==> src/rtl/a1339_sensor_emulator.sv <==
// A1339 angle-sensor emulator: SPI mode-3 responder serving fabric angles and
// revolution counts for up to 16 sensor slots, answering each read one frame late.
module a1339_sensor_emulator #(
  parameter int NUMBER_OF_SENSORS = 6
) (
  input  logic                           clock,
  input  logic                           reset,
  input  logic                           sck,
  input  logic [NUMBER_OF_SENSORS-1:0]   ss_n,
  input  logic                           mosi,
  output logic                           miso,
  output logic                           miso_oe,
  input  logic [12*NUMBER_OF_SENSORS-1:0] angles_i,
  output logic                           frame_done,
  output logic [15:0]                    frame_error_count
);

  localparam int N = NUMBER_OF_SENSORS;

  typedef enum logic [1:0] {
    IDLE    = 2'd0,
    SHIFT   = 2'd1,
    DONE    = 2'd2,
    ILLEGAL = 2'd3
  } state_t;

  state_t         state_r;
  state_t         state_next_s;

  logic [1:0]     sck_sync_r;
  logic           sck_prev_r;
  logic [1:0]     mosi_sync_r;
  logic [N-1:0]   ss_meta_r;
  logic [N-1:0]   ss_sync_r;

  logic           sck_rise_s;
  logic           sck_fall_s;

  logic           prev_valid_r;
  logic [11:0]    prev_angle_r [N];
  logic [11:0]    turns_r [N];
  logic [N-1:0]   pending_valid_r;
  logic [5:0]     pending_addr_r [N];

  logic [N-1:0]   sel_mask_r;
  logic [4:0]     bit_count_r;
  logic [15:0]    resp_shift_r;
  logic           cmd_write_r;
  logic [5:0]     cmd_addr_r;
  logic           miso_r;
  logic           miso_oe_r;
  logic           frame_done_r;
  logic [15:0]    error_count_r;

  logic [4:0]     low_count_s;
  logic [11:0]    low_angle_s;
  logic [11:0]    low_turns_s;
  logic           low_valid_s;
  logic [5:0]     low_addr_s;
  logic [15:0]    resp_s;
  logic           others_low_s;
  logic           sel_high_s;

  logic           start_s;
  logic           illegal_s;
  logic           abort_s;
  logic           complete_s;
  logic           shift_in_s;
  logic           shift_out_s;
  logic           zero_out_s;

  assign sck_rise_s   = sck_sync_r[1] & ~sck_prev_r;
  assign sck_fall_s   = ~sck_sync_r[1] & sck_prev_r;
  assign others_low_s = |(~ss_sync_r & ~sel_mask_r);
  assign sel_high_s   = |(ss_sync_r & sel_mask_r);

  assign miso              = miso_r;
  assign miso_oe           = miso_oe_r;
  assign frame_done        = frame_done_r;
  assign frame_error_count = error_count_r;

  // Two-stage synchronisers for the asynchronous SPI pins; idle values match a quiet bus
  always_ff @(posedge clock) begin
    if (reset) begin
      sck_sync_r  <= 2'b11;
      sck_prev_r  <= 1'b1;
      mosi_sync_r <= 2'b00;
      ss_meta_r   <= '1;
      ss_sync_r   <= '1;
    end else begin
      sck_sync_r  <= {sck_sync_r[0], sck};
      sck_prev_r  <= sck_sync_r[1];
      mosi_sync_r <= {mosi_sync_r[0], mosi};
      ss_meta_r   <= ss_n;
      ss_sync_r   <= ss_meta_r;
    end
  end

  // Revolution tracking on every slot, every cycle; first cycle after reset only seeds prev
  always_ff @(posedge clock) begin
    if (reset) begin
      prev_valid_r <= 1'b0;
      for (int k = 0; k < N; k++) begin
        prev_angle_r[k] <= 12'd0;
        turns_r[k]      <= 12'd0;
      end
    end else begin
      prev_valid_r <= 1'b1;
      for (int k = 0; k < N; k++) begin
        prev_angle_r[k] <= angles_i[12*k +: 12];
        if (prev_valid_r) begin
          if ((prev_angle_r[k] >= 12'd3072) && (angles_i[12*k +: 12] < 12'd1024)) begin
            turns_r[k] <= turns_r[k] + 12'd1;
          end else if ((prev_angle_r[k] < 12'd1024) && (angles_i[12*k +: 12] >= 12'd3072)) begin
            turns_r[k] <= turns_r[k] - 12'd1;
          end
        end
      end
    end
  end

  // Selected-slot lookup and the response word that a starting frame will shift out
  always_comb begin
    low_count_s = 5'd0;
    low_angle_s = 12'd0;
    low_turns_s = 12'd0;
    low_valid_s = 1'b0;
    low_addr_s  = 6'd0;
    for (int k = 0; k < N; k++) begin
      if (!ss_sync_r[k]) begin
        low_count_s = low_count_s + 5'd1;
        low_angle_s = angles_i[12*k +: 12];
        low_turns_s = turns_r[k];
        low_valid_s = pending_valid_r[k];
        low_addr_s  = pending_addr_r[k];
      end else begin
        low_count_s = low_count_s;
      end
    end
    resp_s = 16'h0000;
    if (low_valid_s) begin
      case (low_addr_s)
        6'h20:   resp_s = {4'h0, low_angle_s};
        6'h2C:   resp_s = {4'h0, low_turns_s};
        default: resp_s = 16'h0000;
      endcase
    end else begin
      resp_s = 16'h0000;
    end
  end

  // Frame state register
  always_ff @(posedge clock) begin
    if (reset) begin
      state_r <= IDLE;
    end else begin
      state_r <= state_next_s;
    end
  end

  // Next-state and per-cycle frame strobes
  always_comb begin
    state_next_s = state_r;
    start_s      = 1'b0;
    illegal_s    = 1'b0;
    abort_s      = 1'b0;
    complete_s   = 1'b0;
    shift_in_s   = 1'b0;
    shift_out_s  = 1'b0;
    zero_out_s   = 1'b0;
    case (state_r)
      IDLE: begin
        if (low_count_s == 5'd1) begin
          start_s      = 1'b1;
          state_next_s = SHIFT;
        end else if (low_count_s > 5'd1) begin
          illegal_s    = 1'b1;
          state_next_s = ILLEGAL;
        end else begin
          state_next_s = IDLE;
        end
      end
      SHIFT: begin
        if (others_low_s) begin
          illegal_s    = 1'b1;
          state_next_s = ILLEGAL;
        end else if (sel_high_s) begin
          abort_s      = 1'b1;
          state_next_s = IDLE;
        end else if (sck_rise_s) begin
          shift_in_s   = 1'b1;
          state_next_s = (bit_count_r == 5'd15) ? DONE : SHIFT;
        end else if (sck_fall_s) begin
          shift_out_s  = 1'b1;
        end else begin
          state_next_s = SHIFT;
        end
      end
      DONE: begin
        if (sel_high_s) begin
          complete_s   = 1'b1;
          state_next_s = IDLE;
        end else if (sck_fall_s) begin
          zero_out_s   = 1'b1;
        end else begin
          state_next_s = DONE;
        end
      end
      ILLEGAL: begin
        if (&ss_sync_r) begin
          state_next_s = IDLE;
        end else begin
          state_next_s = ILLEGAL;
        end
      end
      default: state_next_s = IDLE;
    endcase
  end

  // Shift datapath, pending-read bookkeeping and registered outputs
  always_ff @(posedge clock) begin
    if (reset) begin
      sel_mask_r      <= '0;
      bit_count_r     <= 5'd0;
      resp_shift_r    <= 16'h0000;
      cmd_write_r     <= 1'b0;
      cmd_addr_r      <= 6'd0;
      miso_r          <= 1'b1;
      miso_oe_r       <= 1'b0;
      frame_done_r    <= 1'b0;
      error_count_r   <= 16'h0000;
      pending_valid_r <= '0;
      for (int k = 0; k < N; k++) begin
        pending_addr_r[k] <= 6'd0;
      end
    end else begin
      frame_done_r <= complete_s;
      miso_oe_r    <= (state_next_s == SHIFT) || (state_next_s == DONE);
      if (start_s) begin
        sel_mask_r   <= ~ss_sync_r;
        bit_count_r  <= 5'd0;
        resp_shift_r <= resp_s;
        miso_r       <= 1'b1;
      end else if (shift_in_s) begin
        bit_count_r <= bit_count_r + 5'd1;
        if (bit_count_r == 5'd0) begin
          cmd_write_r <= mosi_sync_r[1];
        end
        if ((bit_count_r >= 5'd2) && (bit_count_r <= 5'd7)) begin
          cmd_addr_r <= {cmd_addr_r[4:0], mosi_sync_r[1]};
        end
      end else if (shift_out_s) begin
        miso_r       <= resp_shift_r[15];
        resp_shift_r <= {resp_shift_r[14:0], 1'b0};
      end else if (zero_out_s) begin
        miso_r <= 1'b0;
      end else if (state_r == IDLE) begin
        miso_r <= 1'b1;
      end
      if ((abort_s || illegal_s) && (error_count_r != 16'hFFFF)) begin
        error_count_r <= error_count_r + 16'h0001;
      end
      if (complete_s) begin
        for (int k = 0; k < N; k++) begin
          if (sel_mask_r[k]) begin
            if (cmd_write_r) begin
              pending_valid_r[k] <= 1'b0;
            end else begin
              pending_valid_r[k] <= 1'b1;
              pending_addr_r[k]  <= cmd_addr_r;
            end
          end
        end
      end
    end
  end

endmodule
==> config.mk <==
export PLATFORM = sky130hd
export DESIGN_NAME = a1339_sensor_emulator
export DESIGN_NICKNAME = d
export VERILOG_FILES = /design/src/rtl/a1339_sensor_emulator.sv
export SDC_FILE = /design/constraint.sdc
export NUM_CORES = 1
export LEC_CHECK = 0
export CAP_MARGIN = 0
export CORE_MARGIN = 2
export CORE_UTILIZATION = 65
export DETAILED_ROUTE_END_ITERATION = 12
export DONT_BUFFER_PORTS = 1
export PLACE_DENSITY = 0.81
export SLEW_MARGIN = 20
export SYNTH_ARGS = -nofsm -noshare
export SYNTH_HDL_FRONTEND = slang
export SYNTH_SLANG_ARGS = --single-unit
export TNS_END_PERCENT = 5
==> constraint.sdc <==
create_clock -name clock -period 5.2 [get_ports clock]
set_input_delay 0.52 -clock clock [delete_from_list [all_inputs] [get_ports clock]]
set_output_delay 0.52 -clock clock [all_outputs]
set_load 0.01 [all_outputs]
* Yosys cells after proc, flatten, opt, wreduce, memory -nomap -nowiden *
Memory sizes are Yosys's and may differ from the RTL's.
Index checks and enable logic that the tools add are counted.

storage, ports and cells
  register bits after elaboration = 79
  RAM bits = 180
  input port bits = 82
  output and inout port bits = 19
  logic and storage cells = 326
  memories = 3

memories
  name            words  width  rd ports  clocked after memory_dff  write ports  RTL line  source
  prev_angle_r    6      12     6         0                         6            40        logic [11:0] prev_angle_r [N];
  turns_r         6      12     6         0                         6            41        logic [11:0] turns_r [N];
  pending_addr_r  6      6      6         0                         6            43        logic [5:0] pending_addr_r [N];

operators by class
  add/subtract/negate cells = 19
  magnitude comparators = 27
  equal/unequal tests = 11
  mux-type cells = 176
  bitwise logic cells = 34
  reductions and logical operators = 34

operators by type and width
  cell                                                                            count
  12-bit 2-to-1 mux                                                               30
  12-bit greater-or-equal comparator, second input constant                       12
  12-bit by 11-bit less-than comparator with 1-bit output, second input constant  12
  1-bit 2-to-1 mux                                                                112
  12-bit by 1-bit adder with 12-bit output, second input constant                 6
  6-bit 2-to-1 mux                                                                12
  12-bit by 1-bit subtractor with 12-bit output, second input constant            6
  16-bit 2-to-1 mux                                                               4
  5-bit by 1-bit adder with 5-bit output, second input constant                   6
  5-bit 2-to-1 mux                                                                5
  1-bit bitwise OR                                                                24
  12-bit one-hot mux with 2 select lines                                          1
  2-bit 2-to-1 mux                                                                10
  16-bit by 1-bit adder with 16-bit output, second input constant                 1
  16-bit != test, second input constant                                           1
  2-bit AND reduction                                                             8
  1-bit logical AND                                                               14
  6-bit AND                                                                       2
  6-bit == test, second input constant                                            2
  6-bit NOT                                                                       2
  6-bit OR reduction                                                              2
  2-bit one-hot mux with 4 select lines                                           1
  2-bit == test, second input constant                                            3
  3-bit AND reduction                                                             2
  other kinds (17)                                                                23

* Longest topological paths before layout *
Gate-level depths: netlist of run 1.

  depth in word-level cells = 17
  mapped depth = 22
  mapped depth without buffers = 18

* Worst setup path before layout of run 1 *
OpenSTA, ideal clock, no wires.

  path type = reg-to-reg
  from = register ss_sync_r[1]
  to = register error_count_r[10], in the netlist frame_error_count[10]
  setup time = 0.121 ns
  data arrival time = 4.416 ns
  data required time = 5.079 ns
  setup slack = 0.663 ns
  stages on the path, launching flop included = 21
  path buffers = 3
  period minus slack after synthesis = 4.537 ns
  cells stage by stage = dfxtp_1 -> clkbuf_1 -> inv_2 -> buf_1 -> ha_1 -> clkbuf_2 -> xnor2_1 -> ha_1 -> inv_1 -> o21ai_0 -> ha_1 -> nand2b_1 -> nand2_1 -> ha_1 -> nor2b_1 -> nor2b_1 -> o211a_1 -> nor3_1 -> o21bai_1 -> nor4_1 -> mux2_2

on the way
  word-level cells in the longest chain between the ends = 15
  elaborated cells on any way between the ends = 25
  those cells by class = 4 x add/sub; 1 x order compare; 1 x eq/ne; 12 x mux; 3 x bitwise; 4 x reduce/logical

RTL lines
  item                                           RTL line  source
  start, declared                                34        logic [N-1:0] ss_sync_r;
  start signal, assigned                         95        ss_sync_r <= ss_meta_r;
  5-bit 2-to-1 mux                               130       if (!ss_sync_r[k]) begin
  5-bit by 1-bit adder with 5-bit output         131       low_count_s = low_count_s + 5'd1;
  5-bit 2-to-1 mux                               130
  5-bit by 1-bit adder with 5-bit output         131
  5-bit 2-to-1 mux                               130
  5-bit by 1-bit adder with 5-bit output         131
  5-bit 2-to-1 mux                               130
  5-bit by 1-bit adder with 5-bit output         131
  5-bit 2-to-1 mux                               130
  5-bit by 1-bit > comparator with 1-bit output  176       end else if (low_count_s > 5'd1) begin
  1-bit 2-to-1 mux                               176
  1-bit 2-to-1 mux                               173       if (low_count_s == 5'd1) begin
  1-bit one-hot mux with 2 select lines          171       case (state_r)
  1-bit logical OR (*)                           260       if ((abort_s || illegal_s) && (error_count_r != 16'hFFFF)) begin
  1-bit logical AND (*)                          260
  end signal, assigned                           261       error_count_r <= error_count_r + 16'h0001;
  end, declared                                  53        logic [15:0] error_count_r;

Every way passes the cells marked *; elsewhere a longest branch is shown, timed or not.
A chain may end at the register's enable or synchronous reset.

* Worst setup path after layout of run 1 *
  from = register ss_sync_r[0]
  to = register resp_shift_r[4]

on the way
  word-level cells in the longest chain between the ends = 16
  elaborated cells on any way between the ends = 57
  those cells by class = 5 x add/sub; 4 x eq/ne; 41 x mux; 3 x bitwise; 4 x reduce/logical

RTL lines
  item                                                                  RTL line  source
  1-bit 2-to-1 mux                                                      130
  5-bit by 1-bit adder with 5-bit output                                131
  5-bit 2-to-1 mux                                                      130
  5-bit by 1-bit adder with 5-bit output                                131
  5-bit 2-to-1 mux                                                      130
  5-bit by 1-bit adder with 5-bit output                                131
  5-bit 2-to-1 mux                                                      130
  5-bit by 1-bit adder with 5-bit output                                131
  5-bit 2-to-1 mux                                                      130
  5-bit by 1-bit adder with 5-bit output                                131
  5-bit 2-to-1 mux                                                      130
  5-bit by 1-bit == test with 1-bit output                              173
  1-bit 2-to-1 mux                                                      173
  1-bit 2-to-1 mux                                                      171
  2-bit != test (no source line) or 2-bit nonzero test (tied branches)  --
  2-bit AND reduction (no source line)                                  --
  end signal, assigned                                                  242       resp_shift_r <= resp_s;
  end signal, assigned                                                  254       resp_shift_r <= {resp_shift_r[14:0], 1'b0};
  end, declared                                                         47        logic [15:0] resp_shift_r;

Parallel ways exist; a longest one is shown, timed or not.

==> reports/metrics.json, run 1 <==
{
  "outcome": {
    "status": "finished clean"
  },
  "synth": {
    "ys_async_sr_fraction_pct": 0,
    "ys_seq_area_share_pct": 41.8,
    "post_synth_edffs": 108,
    "synth.yosys.warnings": 0,
    "yosysUniqueCellTypes": 64,
    "syn_area_um2": 12100,
    "synth_area_per_cell_um2": 8.96,
    "synth_nets": 1503,
    "post_synthesis_sequential_element_count": 199,
    "synth_top_flop_cell": "edfxtp_1",
    "gate_count_of_the_mapped_netlist": 1352
  },
  "worst_setup_path": {
    "setup.worst_path.start": "ss_sync_r[0]$_SDFF_PP1_",
    "start_kind": "flop",
    "timing.setup.critical_path_class": "flop to flop",
    "crit_arrival_ns": 5.03,
    "cp_required_ns": 5.58,
    "setup_slack_reg_to_reg_ns": 0.55,
    "cp-end-kind": "flop",
    "r2r_cells": 18,
    "worstReg2RegEnd": "resp_shift_r[4]$_SDFFE_PP0P_",
    "path_max_fanout": 19,
    "worstReg2RegStart": "ss_sync_r[0]$_SDFF_PP1_"
  },
  "global_routing": {
    "grt_pass1_wl_um": 48600,
    "pin_count_of_the_biggest_net_entering_global_routing": 97,
    "grt_pass1_vias": 9410,
    "overflow": 0,
    "grt_antenna_before_repair": 0,
    "grt_usage_pct": 31.1
  },
  "pwr": {
    "p_clk_share_pct": 34.9,
    "power.share.sequential_pct": 50.0,
    "total_switching_power_uw": 1100,
    "pwr-share-comb_pct": 15.0,
    "power_leakage_uw": 0.00518,
    "power_per_cell_area_nw_per_um2": 288,
    "power.share.switching_pct": 29.7,
    "irDropWorstVdd_mv": 0.251,
    "internal_power_consumption_uw": 2590
  },
  "drt": {
    "dr.max_layer_used": "met4",
    "final_routed_wire_length_divided_by_cell_count_um": 19.6,
    "met3WireLength_um": 2540,
    "dr_wl_met2_um": 13900,
    "drt-initial-drc-count": 1127,
    "total_number_of_vias": 10276,
    "route.layer.met1.wl_um": 12700,
    "detail_route.drc_violations": 0,
    "postRouteWirelength_um": 30400,
    "final_ant_viol_nets": 0,
    "dr.pass1.iters": 5,
    "avgViaCountPerCell": 6.62
  },
  "floorplan": {
    "io_pins": 101,
    "rows": 49,
    "core_area_um2": 18100,
    "die_h_um": 141,
    "die_area_um2": 19700,
    "initial_core_util_pct": 66.7,
    "die_w_um": 141
  },
  "hold_path": {
    "hold_start": "reset",
    "timing.hold.worst.class": "input port to flop",
    "hold-path-endpoint": "frame_error_count[11]$_SDFFE_PP0P_",
    "timing.hold.worst_path_depth": 1
  },
  "sta": {
    "rsz0062_at_grt": "no",
    "post-route-period-util_pct": 89.4,
    "finalCriticalPeriod_ns": 4.65,
    "fmax_mhz": 215,
    "worst_slew_pin_slew_ns": 1.08,
    "summed_negative_setup_slack_over_all_endpoints_ns": 0,
    "slew_headroom_pct": 27.8,
    "final-setup-viol-count": 0,
    "hold_viol_final": 0,
    "final-max-slew-violation-count": 0,
    "hold_ws_ns": 0.158,
    "finalClockSkew_ns": 0.0102
  },
  "layout": {
    "diodes": 0,
    "post_route_cells_drive_above_1_share_pct": 6.73,
    "fin_area_um2": 12800,
    "fin_nets": 1461,
    "synthToLayoutAreaGrowth_pct": 5.49
  },
  "placed_design": {
    "portBuffers": 0,
    "place_congestion": 0.919,
    "placement.cell_area_um2": 12200,
    "hpwl_um": 21600
  },
  "clocking": {
    "tritoncts.num_buffers": 17,
    "cts_hold_buffers": 0,
    "clock_tree.buffer_depth": 2,
    "cts.sink_count": 199,
    "clock_insertion_delay_worst_skew_ns": 0.45,
    "clock-root-buffer": "clkbuf_16",
    "cts_max_level": 4,
    "tritoncts": "done",
    "cts.clk_slew.worst_paths_ns": 0.07
  },
  "job": {
    "max-cap-violations": 0
  }
}
stage by stage:
step                std cells  worst slack, ns  total power [µW]  util (%)
floorplan                1352            0.663              2280         -
global placement         1519            0.443              2400      67.3
detailed placement       1519            0.290              2420      67.3
CTS                      1551            0.224              3680      70.3
global route             1552            0.196              3830      70.4
finish                   1552            0.549              3690      70.4
timing repair:
action | CTS | global route
resized for setup | 0 | 1
endpoints found under the setup margin | 0 | 12
setup buffers | 0 | 1
worst max path at each step:
| stage | to | slack, ns | cells past startpoint |
|---|---|---|---|
| CTS | resp_shift_r[1]$_SDFFE_PP0P_ | 0.22 | 17 |
| floorplan | frame_error_count[10]$_SDFFE_PP0P_ | 0.66 | 20 |
| global placement | resp_shift_r[4]$_SDFFE_PP0P_ | 0.44 | 17 |
| finish | resp_shift_r[4]$_SDFFE_PP0P_ | 0.55 | 18 |
| global route | resp_shift_r[2]$_SDFFE_PP0P_ | 0.20 | 18 |
| detailed placement | resp_shift_r[1]$_SDFFE_PP0P_ | 0.29 | 17 |
registers in the layout, summed over array words and instances (netlist names):
| signal | flops |
|---|---|
| frame_error_count | 16 |
| resp_shift_r | 16 |
| sck_sync_r | 2 |
| ss_sync_r | 6 |
| mosi_sync_r | 2 |
| cmd_addr_r | 6 |
| sck_prev_r | 1 |
| pending_valid_r | 6 |
| turns_r | 72 |
| miso_oe | 1 |
| miso | 1 |
| frame_done | 1 |
| pending_addr_r | 36 |
| ss_meta_r | 6 |
| bit_count_r | 5 |
| prev_angle_r | 12 |
| state_r | 2 |
| cmd_write_r | 1 |
| prev_valid_r | 1 |
| sel_mask_r | 6 |
power by group through the flow:
stage | sequential (µW) | clock, µW | combinational, µW
2_1_floorplan | 1820 | 0 | 460
3_3_place_gp | 1870 | 0 | 528
3_5_place_dp | 1880 | 0 | 540
4_1_cts | 1840 | 1300 | 545
5_1_grt | 1860 | 1370 | 610
6_report | 1840 | 1290 | 553
layout make-up:
| type | count | area [µm²] |
|---|---|---|
| multi-input cells | 1012 | 6500 |
| fillers | 1388 | 5370 |
| flip-flops and latches | 199 | 5070 |
| clock buffers | 18 | 429 |
| well taps | 229 | 287 |
| inverters | 62 | 233 |
| repair buffers | 18 | 135 |
| clock inverters | 14 | 124 |
synthesized netlist by cell type (7+ instances only):
library cell / count / area share (%)
nor2_1: 130 / 4.0
o21ai_0: 110 / 4.5
edfxtp_1: 108 / 27
nand2_1: 94 / 2.9
dfxtp_1: 91 / 15
a21oi_1: 81 / 3.3
nor3_1: 67 / 2.8
clkbuf_1: 66 / 2.0
ha_1: 64 / 6.6
inv_1: 58 / 1.8
and3_1: 43 / 2.2
a22oi_1: 40 / 2.5
nor2b_1: 34 / 1.8
xnor2_1: 32 / 2.3
mux2i_1: 25 / 2.1
a211oi_1: 24 / 1.5
or3_1: 20 / 1.0
o22ai_1: 18 / 0.93
or2_2: 18 / 0.93
o21a_1: 16 / 0.99
o221ai_1: 16 / 1.2
nand3_1: 14 / 0.58
nand4_1: 14 / 0.72
xor2_1: 13 / 0.94
a21o_1: 11 / 0.68
a31oi_1: 11 / 0.57
nor3b_1: 11 / 0.68
nor4_1: 11 / 0.57
nand2b_1: 7 / 0.36
worst max-delay path: stages, from the launching register on:
cell	delay [ns]
dfxtp_1	0.46
inv_1	0.16
ha_1	0.41
xnor2_1	0.30
ha_1	0.30
inv_1	0.08
o21ai_0	0.10
ha_1	0.32
nand2b_1	0.11
nand2_1	0.07
ha_1	0.18
nor2b_1	0.16
nor2b_1	0.18
o211a_1	0.22
nor3_2	0.33
and3b_1	0.45
buf_4	0.31
or3_1	0.36
o21ai_0	0.07
metal layers:
metal,up-vias,global-route usage [%]
li1,4903,-
met5,-,0
met4,0,14.1
met1,4818,42.8
met3,79,5.26
met2,476,48.6
logic make-up (layout without fill, tap and decap cells):
kind of cell,after synthesis,in the layout,share of synthesized area [%]
compound gates,382,382,20.1
flops,199,199,41.8
xor+xnor,46,46,3.45
simple gates,484,484,19.9
fa+ha+maj,69,69,7.44
mux,31,31,2.62
buf+inv,141,112,4.62
cells in the final DEF (no fill, tap or decap), drive strengths merged, types with 7 or more instances in the layout:
| cell | n |
|---|---|
| a22oi | 40 |
| a211oi | 24 |
| nor3b | 11 |
| nand4 | 14 |
| and3 | 43 |
| clkbuf | 18 |
| a21oi | 81 |
| nand3 | 14 |
| buf | 18 |
| xor2 | 13 |
| o22ai | 18 |
| ha | 64 |
| o21ai | 117 |
| o221ai | 16 |
| mux2i | 25 |
| o21a | 16 |
| nor2 | 130 |
| nand2b | 7 |
| edfxtp | 108 |
| nand2 | 94 |
| nor4 | 11 |
| or2 | 18 |
| a21o | 11 |
| a31oi | 11 |
| nor2b | 34 |
| inv | 71 |
| or3 | 20 |
| dfxtp | 91 |
| xnor2 | 32 |
| nor3 | 67 |
(Power assumes the default switching activity.)
==> inputs of run 2 (changes only) <==
--- a/config.mk
+++ b/config.mk
@@ -5,11 +5,11 @@
 export SDC_FILE = /design/constraint.sdc
 export NUM_CORES = 1
 export LEC_CHECK = 0
-export CAP_MARGIN = 0
 export CORE_MARGIN = 2
 export CORE_UTILIZATION = 65
 export DETAILED_ROUTE_END_ITERATION = 12
 export DONT_BUFFER_PORTS = 1
+export HOLD_SLACK_MARGIN = 0.02
 export PLACE_DENSITY = 0.81
 export SLEW_MARGIN = 20
 export SYNTH_ARGS = -nofsm -noshare
==> results of run 2 <==
Same layout as run 1: the final DEF is identical, and so are final timing and power.
